### src/rtl/iter_rect.sv
// Row-major raster iterator for filled or outlined axis-aligned rectangles,
// clipped to the screen, with the start/oe/busy/done render-iterator handshake.
module iter_rect #(
    parameter int unsigned CORDW = 10,
    parameter int unsigned SCR_W = 640,
    parameter int unsigned SCR_H = 480
) (
    input  logic             clk,
    input  logic             rst,
    input  logic             start,
    input  logic             oe,
    input  logic             abort,
    input  logic             mode,
    input  logic [CORDW-1:0] x0,
    input  logic [CORDW-1:0] y0,
    input  logic [CORDW-1:0] w,
    input  logic [CORDW-1:0] h,
    output logic [CORDW-1:0] x,
    output logic [CORDW-1:0] y,
    output logic             drawing,
    output logic             busy,
    output logic             done
);

    typedef enum logic {IDLE, DRAW} state_t;

    localparam logic [CORDW:0] SCR_W_L = (CORDW+1)'(SCR_W);
    localparam logic [CORDW:0] SCR_H_L = (CORDW+1)'(SCR_H);
    localparam logic [CORDW:0] ONE     = (CORDW+1)'(1);

    state_t           state;
    logic [CORDW-1:0] xs, ys;
    logic [CORDW:0]   xe, ye, xr, yb;
    logic             outline;

    logic [CORDW:0]   sum_x, sum_y, xe_n, ye_n;
    logic             empty;

    logic [CORDW:0]   x_inc, y_inc;
    logic             interior, jump_right, last;
    logic [CORDW-1:0] x_nxt, y_nxt;

    // Bounds are one bit wider than coordinates so x0+w never wraps.
    always_comb begin
        sum_x = {1'b0, x0} + {1'b0, w};
        sum_y = {1'b0, y0} + {1'b0, h};
        xe_n  = (sum_x < SCR_W_L) ? sum_x : SCR_W_L;
        ye_n  = (sum_y < SCR_H_L) ? sum_y : SCR_H_L;
        empty = (w == '0) || (h == '0) ||
                ({1'b0, x0} >= SCR_W_L) || ({1'b0, y0} >= SCR_H_L);
    end

    // Interior outline rows visit only the left edge and, if on-screen, the right edge.
    always_comb begin
        x_inc      = {1'b0, x} + ONE;
        y_inc      = {1'b0, y} + ONE;
        interior   = outline && (y != ys) && ({1'b0, y} != yb);
        jump_right = interior && (x == xs) && (xr < xe) && (xr != {1'b0, xs});
        x_nxt      = x;
        y_nxt      = y;
        last       = 1'b0;
        if (jump_right) begin
            x_nxt = xr[CORDW-1:0];
        end else if (!interior && (x_inc < xe)) begin
            x_nxt = x_inc[CORDW-1:0];
        end else if (y_inc < ye) begin
            x_nxt = xs;
            y_nxt = y_inc[CORDW-1:0];
        end else begin
            last = 1'b1;
        end
    end

    always_ff @(posedge clk) begin
        if (rst) begin
            state   <= IDLE;
            busy    <= 1'b0;
            done    <= 1'b0;
            x       <= '0;
            y       <= '0;
            xs      <= '0;
            ys      <= '0;
            xe      <= '0;
            ye      <= '0;
            xr      <= '0;
            yb      <= '0;
            outline <= 1'b0;
        end else begin
            done <= 1'b0;
            case (state)
                IDLE: begin
                    if (start) begin
                        if (empty) begin
                            done <= 1'b1;
                        end else begin
                            state   <= DRAW;
                            busy    <= 1'b1;
                            x       <= x0;
                            y       <= y0;
                            xs      <= x0;
                            ys      <= y0;
                            xe      <= xe_n;
                            ye      <= ye_n;
                            xr      <= sum_x - ONE;
                            yb      <= sum_y - ONE;
                            outline <= mode;
                        end
                    end
                end
                DRAW: begin
                    if (abort) begin
                        state <= IDLE;
                        busy  <= 1'b0;
                    end else if (oe) begin
                        if (last) begin
                            state <= IDLE;
                            busy  <= 1'b0;
                            done  <= 1'b1;
                        end else begin
                            x <= x_nxt;
                            y <= y_nxt;
                        end
                    end
                end
                default: state <= IDLE;
            endcase
        end
    end

    assign drawing = (state == DRAW) && oe;

endmodule

### config.mk
export PLATFORM = sky130hd
export DESIGN_NAME = iter_rect
export DESIGN_NICKNAME = d
export VERILOG_FILES = /design/src/rtl/iter_rect.sv
export SDC_FILE = /design/constraint.sdc
export NUM_CORES = 1
export LEC_CHECK = 0
export CORE_MARGIN = 4
export CORE_UTILIZATION = 45
export DETAILED_ROUTE_END_ITERATION = 12
export GPL_ROUTABILITY_DRIVEN = 0
export PLACE_DENSITY_LB_ADDON = 0.15
export SYNTH_ARGS = -nofsm -noshare
export SYNTH_HDL_FRONTEND = slang
export SYNTH_SLANG_ARGS = --single-unit
### constraint.sdc
create_clock -name clk -period 4.25 [get_ports clk]
set_clock_uncertainty 0.15 [all_clocks]
set_input_delay 0.85 -clock clk [delete_from_list [all_inputs] [get_ports clk]]
set_output_delay 0.85 -clock clk [all_outputs]
set_load 0.01 [all_outputs]
# Yosys cells after proc, flatten, opt, wreduce, memory -nomap -nowiden
# Cells that the tools add are included.
# word_totals
register_bits	88
out_inout_bits	23
# classes
reduce_logical	17
n_addsub	6
mux	41
order_cmp	7
bitwise_logic	2
eq_ne	15
# ops
cell	count
$mux W10	16
$pmux W10 S2	2
$lt A11 B11 Y1	3
$add A10 B1 Y11 const B	2
$add A10 B10 Y11	2
$mux W11	2
$sub A11 B1 Y11 const B	2
$logic_not A10 Y1	2
$mux W1	18
$ne A2 B2 Y1 const B	7
$lt A11 B10 Y1 const B	1
$lt A11 B9 Y1 const B	1
$ne A10 B11 Y1	1
$ne A11 B10 Y1	1
$eq A10 B10 Y1	1
$ge A10 B10 Y1 const B	1
$ge A10 B9 Y1 const B	1
$ne A10 B10 Y1	1
$reduce_and A8 Y1	1
$logic_and A1 B1 Y1	7
$pmux W1 S2	3
$reduce_and A6 Y1	1
$ne A4 B1 Y1 const B	1
$reduce_and A4 Y1	1
7 further kinds	10

# Logic depth before layout (Yosys ltp)
# Gate-level depths: netlist of run 1.
# depth
word_depth	11
depth_mapped	16

# Least setup slack after synthesis of run 1
# No wires, ideal clock.
# synth_path
path_type	input to register
from	input x0[0]
to	register xr[10]
arrival_time_ns	3.244
stages	11
required_ns	3.978
path_buffers	0
setup_slack_ns	0.734
setup_time_ns	0.122
path_cell_list	ha_1 > inv_1 > fa_1 > nor2b_4 > o2111ai_1 > nand3b_1 > xor2_1 > or4_4 > or3_1 > and3_1 > a311o_1
# synth_via
elab_chain_len	5
elab_cells_between_ends	7
# synth_lines
item	line_no	rtl
from (decl)	14	input logic [CORDW-1:0] x0,
parallel branches: the longest is 5 deep, another holds $add A10 B10 Y11	n/a	
to (signal assigned)	104	xr <= sum_x - ONE;
to (decl)	33	logic [CORDW:0] xe, ye, xr, yb;
# Parallel ways; which one is timed is not known.
# A chain may end at the register's enable or synchronous reset.

# Worst setup path in the final report of run 1
# layout_path
from	input y0[0]
to	register ye[0]
# layout_via
elab_chain_len	4
elab_cells_between_ends	7
# layout_lines
item	line_no	rtl
from (decl)	15	input logic [CORDW-1:0] y0,
parallel branches: the longest is 4 deep, another holds $add A10 B10 Y11	n/a	
to (signal assigned)	103	ye <= ye_n;
to (decl)	33	
# Parallel ways; which one is timed is not known.

==> results of run 1 <==
stage by stage:
step,utilization,power [uW],worst slack [ns]
after floorplan,-,1520,0.734
after global placement,0.525,1750,0.124
after detailed placement,0.525,1760,0.0774
after CTS,0.547,2530,0.439
after global routing,0.547,2680,0.165
final,0.547,2540,0.389
sequential cells by signal, indices dropped and copies added, names as in the netlist:
name	count
x	10
busy	1
outline	1
ye	11
done	1
xs	10
xe	11
yb	11
xr	11
y	10
ys	10
state	1
how the worst min path moves through the flow:
stage                        end   start  depth (start not counted)  slack, ns
final                      ys[3]   ys[3]                          2       0.32
after detailed placement   ye[9]   ye[9]                          2       0.31
after global routing       ye[9]   ye[9]                          2       0.34
after CTS                  ye[9]   ye[9]                          2       0.32
after global placement     ye[9]   ye[9]                          2       0.29
after floorplan           ye[10]  ye[10]                          2       0.28
routing by layer:
layer / vias to the layer above / share of wire / wire length [um] / track usage
met4: 0 / 0.015 / 263 / 0.0757
met2: 166 / 0.44 / 7900 / 0.336
li1: 2828 / - / - / -
met3: 23 / 0.053 / 952 / 0.0212
met1: 2738 / 0.50 / 9000 / 0.342
met5: - / 0 / 0 / 0
power groups by stage:
stage	sequential, uW	combinational (uW)	clock (uW)
3_3_place_gp	954	792	0
4_1_cts	937	814	782
6_report	938	822	781
2_1_floorplan	931	592	0
5_1_grt	945	909	829
3_5_place_dp	955	808	0
worst reg2reg max path: cells and delay by family (launching register included):
kind | cells | cell delay, ns
buffers and inverters | 1 | 0.33
flip-flops | 1 | 0.52
AO/OA/AOI/OAI | 6 | 1.65
adder cells (fa/ha/maj) | 2 | 0.62
XOR/XNOR | 1 | 0.22
AND/OR/NAND/NOR | 2 | 0.25
area by class of cell:
| class | count | area [um2] | area share |
|---|---|---|---|
| multi-input cells | 589 | 4180 | 0.569 |
| flip-flops and latches | 88 | 1760 | 0.239 |
| repair buffers | 79 | 758 | 0.103 |
| clock buffers | 11 | 253 | 0.0344 |
| well taps | 176 | 220 | 0.0299 |
| inverters | 38 | 143 | 0.0194 |
| clock inverters | 5 | 38.8 | 0.00527 |
cell usage in the layout (no fill, tap or decap), types with 11 or more instances in the layout:
| master | n |
|---|---|
| nor3_1 | 11 |
| nand4_1 | 11 |
| nor2_1 | 69 |
| a21oi_1 | 45 |
| xor2_1 | 41 |
| nor4_1 | 12 |
| a21o_1 | 16 |
| a211oi_1 | 20 |
| buf_4 | 11 |
| ha_1 | 54 |
| clkdlybuf4s50_1 | 67 |
| nand2_1 | 70 |
| inv_1 | 38 |
| and3_1 | 11 |
| dfxtp_1 | 88 |
| nand2b_1 | 14 |
| a22o_1 | 12 |
| xnor2_1 | 36 |
| o211ai_1 | 13 |
| o21ai_0 | 16 |
| nand3_1 | 25 |
cell families (layout without fill, tap and decap cells):
| kind of cell | count (synthesis) | in the layout | synth area share |
|---|---|---|---|
| and+or+nand+nor | 252 | 252 | 0.196 |
| muxes | 9 | 9 | 0.0147 |
| AOI/OAI and AO/OA | 192 | 192 | 0.225 |
| buffers and inverters | 80 | 133 | 0.0555 |
| xor gates and xnor gates | 80 | 80 | 0.115 |
| adders and majority gates | 56 | 56 | 0.114 |
| DFF | 88 | 88 | 0.280 |
==> key figures, run 1 <==
Outcome
  • Outcome: finished clean

Power
  • Comb power frac: 0.324
  • Cell Int Power: between 1500 and 2000 uW
  • Clock network power share: 0.307
  • P per Cell Area: approximately 350 mW/mm2
  • Net Sw Power: roughly 870 uW
  • Switching share of total power: 0.342
  • VDD IR max: ~200 uV
  • Register share of total power: 0.369
  • Cell leakage power: 0.00293 uW

STA
  • Slew Viols, Final: 0
  • Fin crit period: about 3.9 ns
  • Final setup TNS: 0 ns
  • Tightest Pin Transition: 0.912 ns
  • Hold WS: 0.324 ns
  • Endpoints failing setup: 0
  • Max_slew headroom: 0.389
  • Final Hold Vio Count: 0
  • Final period util: 0.909
  • Fmax achieved: 259 MHz
  • RSZ-0062 raised after global routing: no

Route
  • Vias per cell: around 6
  • DRT antenna net count: 0
  • Mean routed wirelength per cell: ~18 um
  • # DRC: 0
  • Via count: ~5800
  • WL final: roughly 18000 um
  • DRT Pass-1 Iters: 6
  • Initial DRC count: ~580

Critical path
  • R2r worst-path depth: 12
  • CP Cell Sequence: clkdlybuf4s50_1 -> ha_1 -> inv_1 -> fa_1 -> nand2b_1 -> a21oi_1 -> o21a_1 -> nor3_1 -> or2_2 -> o41a_2 -> a32o_1
  • Critical Path Sink: ye[0]
  • Worst setup path category: in2reg
  • Crit path max-delay cell type: clkdlybuf4s50_1
  • FF-to-FF End: x[2]
  • Reg2reg setup slack: between 0.4 and 0.5 ns
  • Critical Path Sink Type: flip-flop
  • Worst path top cell family by delay: compound AO/OA/AOI/OAI gates
  • Critical Path Stages: 11
  • WP data required: 4.34 ns
  • CP max FO: 5
  • CP bufs+invs: 2
  • Arr. time, crit path: just under 4 ns
  • CP startpoint kind: input port
  • Slowest cell delay on critical path: around 0.57 ns
  • Critical path origin: y0[0]
  • Worst r2r src: x[1]

Placement
  • Port-buffer cells: 68
  • Dpl cells: 970
  • Post-DP HPWL: between 10000 and 15000 um
  • Dpl cell area: a little over 0.007 mm2

Finish
  • Final Non-Filler Cells: 986
  • FILL cells: around 1300
  • Fraction of layout cells with a size suffix above 1: 0.0679
  • Antenna Cells: 0
  • Final net count: approximately 910
  • Area growth syn-to-layout: 17.0%
  • Final Cell Area: roughly 0.0074 mm2

Synthesis
  • Area leader, netlist: dfxtp_1
  • Count leader, synth: dfxtp_1
  • Cells after Synth: 757
  • Synthesized cell area: ~0.0063 mm2
  • Synth Register Bits: 88
  • EDFF count, synth: 0
  • Top cells by count, synth: 88 x dfxtp_1, 70 x nand2_1, 69 x nor2_1
  • Top post-synthesis cells by area: dfxtp_1 28%, ha_1 11%, xor2_1 5.7%
  • Post-synth ARST share: 0
  • Syn Area/Cell: around 8.3 um2
  • Syn_nets: 859
  • Synth top area share: 0.280
  • Synth warnings: 0
  • Post-synthesis sequential area ratio: 0.280
  • Main synth FF type: dfxtp_1
  • Post-synthesis cell type count: between 70 and 80

Clock tree
  • Worst-Skew Late Latency: 0.35 ns
  • CTS Hold Bufs: 0
  • CTS tree: yes
  • H-tree depth: 3
  • CTS root buf: clkbuf_16
  • Postcts setup bufs: 0
  • Clock sinks: roughly 90
  • CTS max path bufs: 2
  • # resized after CTS: 0
  • Clock transition at path regs: 0.07 ns
  • CTS buffer count: 9

GRT
  • GR Overflow Total: 0
  • Tot GR Track Use: 0.226
  • Largest net degree at the start of global routing: 76
  • Vias in the first global route: roughly 5500
  • First-pass GRT wire length: slightly below 30000 um
  • Initial antenna violation count: 0

Floorplanning
  • Die X: approximately 130 um
  • Die Span Y: ~130 um
  • I/O pin count: roughly 70
  • Row count: 42
  • Initial core utilization: 0.467
  • Core footprint: 0.0135 mm2
  • Die area: 0.0159 mm2

Flow run
  • Total of max-cap violations: 0

Worst hold path
  • Hold Path Class: reg2reg
Power figures use the tool's default switching activity.
==> run 2, diff against run 1 <==
--- a/config.mk
+++ b/config.mk
@@ -10,6 +10,7 @@
 export DETAILED_ROUTE_END_ITERATION = 12
 export GPL_ROUTABILITY_DRIVEN = 0
 export PLACE_DENSITY_LB_ADDON = 0.15
+export SETUP_SLACK_MARGIN = 0.2
 export SYNTH_ARGS = -nofsm -noshare
 export SYNTH_HDL_FRONTEND = slang
 export SYNTH_SLANG_ARGS = --single-unit
==> key figures, run 2 (synthesis gave the netlist of run 1 again) <==
Outcome
  • Outcome: finished clean (unchanged)

Clock tree
  • CTS buffer count: 9 (unchanged)
  • Postcts setup bufs: 0 (unchanged)
  • # resized after CTS: 0 (unchanged)
  • H-tree depth: 3 (unchanged)
  • CTS tree: yes (unchanged)
  • Worst-Skew Late Latency: 0.35 ns (about the same)
  • CTS Hold Bufs: 0 (unchanged)
  • CTS root buf: clkbuf_16 (unchanged)
  • Clock sinks: 88 (unchanged)
  • Clock transition at path regs: 0.07 ns (about the same)
  • CTS max path bufs: 2 (unchanged)

Critical path
  • Worst path top cell family by delay: compound AO/OA/AOI/OAI gates (unchanged)
  • CP max FO: 23 (was 5)
  • Worst setup path category: reg2reg (was in2reg)
  • Worst r2r src: x[1] (unchanged)
  • Most used cell, CP: ha_1
  • CP bufs+invs: 1 (was 2)
  • Reg2reg setup slack: 0.42 ns (was 0.41 ns)
  • Critical Path Sink Type: flip-flop (unchanged)
  • CP startpoint kind: flip-flop (was input port)
  • Critical path origin: x[1] (was y0[0])
  • Arr. time, crit path: 3.92 ns (was 3.95 ns)
  • R2r worst-path depth: 12 (unchanged)
  • WP data required: 4.34 ns (about the same)
  • FF-to-FF End: x[2] (unchanged)
  • Crit path max-delay cell type: dfxtp_1 (was clkdlybuf4s50_1)
  • Critical Path Sink: x[2] (was ye[0])
  • Slowest cell delay on critical path: 0.52 ns (was 0.57 ns)
  • CP Cell Sequence: ha_1 -> nand3_1 -> xnor2_1 -> ha_1 -> a21o_1 -> a211oi_1 -> o21ai_0 -> a221oi_2 -> buf_4 -> nor4b_2 -> o21a_1 -> a22o_1 (was clkdlybuf4s50_1 -> ha_1 -> inv_1 -> fa_1 -> nand2b_1 -> a21oi_1 -> o21a_1 -> nor3_1 -> or2_2 -> o41a_2 -> a32o_1)
  • Critical Path Stages: 12 (was 11)

Floorplanning
  • Row count: 42 (unchanged)
  • Die Span Y: 126 um (unchanged)
  • Die area: 0.0159 mm2 (unchanged)
  • I/O pin count: 69 (unchanged)
  • Die X: 126 um (unchanged)
  • Initial core utilization: 0.467 (unchanged)
  • Core footprint: 0.0135 mm2 (unchanged)

Finish
  • Antenna Cells: 0 (unchanged)
  • Fraction of layout cells with a size suffix above 1: 0.0704 (was 0.0679)
  • Commonest non-fill, non-tap cell in the layout: dfxtp_1 (unchanged)
  • Final net count: 907 (unchanged)
  • Most frequent cells in the layout: 88 x dfxtp_1, 70 x nand2_1, 69 x nor2_1 (unchanged)
  • FILL cells: 1277 (was 1278)
  • Area growth syn-to-layout: 17.2% (was 17.0%)
  • Fin util: 0.548 (was 0.547)
  • Final Non-Filler Cells: 986 (unchanged)

STA
  • Final Hold Vio Count: 0 (unchanged)
  • Tightest Pin Transition: 0.856 ns (was 0.912 ns)
  • Hold WS: 0.324 ns (about the same)
  • Slew Viols, Final: 0 (unchanged)
  • Final setup TNS: 0 ns (unchanged)
  • Final period util: 0.902 (was 0.909)
  • Max_slew headroom: 0.429 (was 0.389)
  • Fmax achieved: 261 MHz (was 259 MHz)
  • Fin crit period: 3.83 ns (was 3.86 ns)
  • RSZ-0062 raised after global routing: no (unchanged)
  • Endpoints failing setup: 0 (unchanged)

Route
  • Vias per cell: 5.86 (was 5.84)
  • DRT antenna net count: 0 (unchanged)
  • Via count: 5774 (was 5755)
  • WL final: 18100 um (about the same)
  • DRT Pass-1 Iters: 5 (was 6)
  • Initial DRC count: 585 (was 576)
  • Mean routed wirelength per cell: 18.4 um (about the same)
  • # DRC: 0 (unchanged)

Placement
  • Dpl cells: 970 (unchanged)
  • Port-buffer cells: 68 (unchanged)
  • Post-DP HPWL: 13800 um (unchanged)

GRT
  • First-pass GRT wire length: 29100 um (unchanged)
  • Tot GR Track Use: 0.226 (unchanged)
  • GR Overflow Total: 0 (unchanged)
  • Vias in the first global route: 5485 (unchanged)
  • Initial antenna violation count: 0 (unchanged)
  • Largest net degree at the start of global routing: 76 (unchanged)

Flow run
  • Total of max-cap violations: 0 (unchanged)

Power
  • Cell leakage power: 0.00293 uW (about the same)
  • P per Cell Area: 345 mW/mm2 (about the same)
  • VDD IR max: 196 uV (was 197 uV)

Worst hold path
  • Hold Path Class: reg2reg (unchanged)
## run 2: area by class of cell
class / instances / area [um2] / share of cell area
inverters: 38 / 143 / 0.0194
clock inverters: 5 / 38.8 / 0.00527
flip-flops and latches: 88 / 1760 / 0.239
well taps: 176 / 220 / 0.0299
clock buffers: 11 / 253 / 0.0343
repair buffers: 79 / 758 / 0.103
multi-input cells: 589 / 4190 / 0.569
## run 2: stage by stage
step / setup WS (ns) / total power, uW / area [um2]
2_1_floorplan: 0.734 / 1520 / 6290
3_3_place_gp: 0.124 / 1750 / 7070
3_5_place_dp: 0.0774 / 1760 / 7070
4_1_cts: 0.439 / 2530 / 7360
5_1_grt: 0.206 / 2680 / 7370
6_report: 0.415 / 2540 / 7370
## run 2: power breakdown
| part | internal (uW) | switching [uW] | total [uW] |
|---|---|---|---|
| registers | 871 | 67.3 | 938 |
| clock network | 433 | 348 | 781 |
| logic | 369 | 456 | 825 |
## run 2: worst min path at each step
stage,from,to,slack (ns),cells past startpoint
after floorplan,ye[10],ye[10],0.28,2
after CTS,ye[9],ye[9],0.32,2
after global routing,ye[9],ye[9],0.34,2
final,ys[3],ys[3],0.32,2
after global placement,ye[9],ye[9],0.29,2
after detailed placement,ye[9],ye[9],0.31,2
## run 2: worst min-delay path, cell delays in order, from the launching register on
cell     delay [ns]
dfxtp_1        0.32
nand2_1        0.06
a21oi_1        0.05
## run 2: metal layers
layer | GRT usage | share of wire
met5 | 0 | 0
met4 | 0.0757 | 0.014
met3 | 0.0212 | 0.053
met2 | 0.336 | 0.43
met1 | 0.342 | 0.50
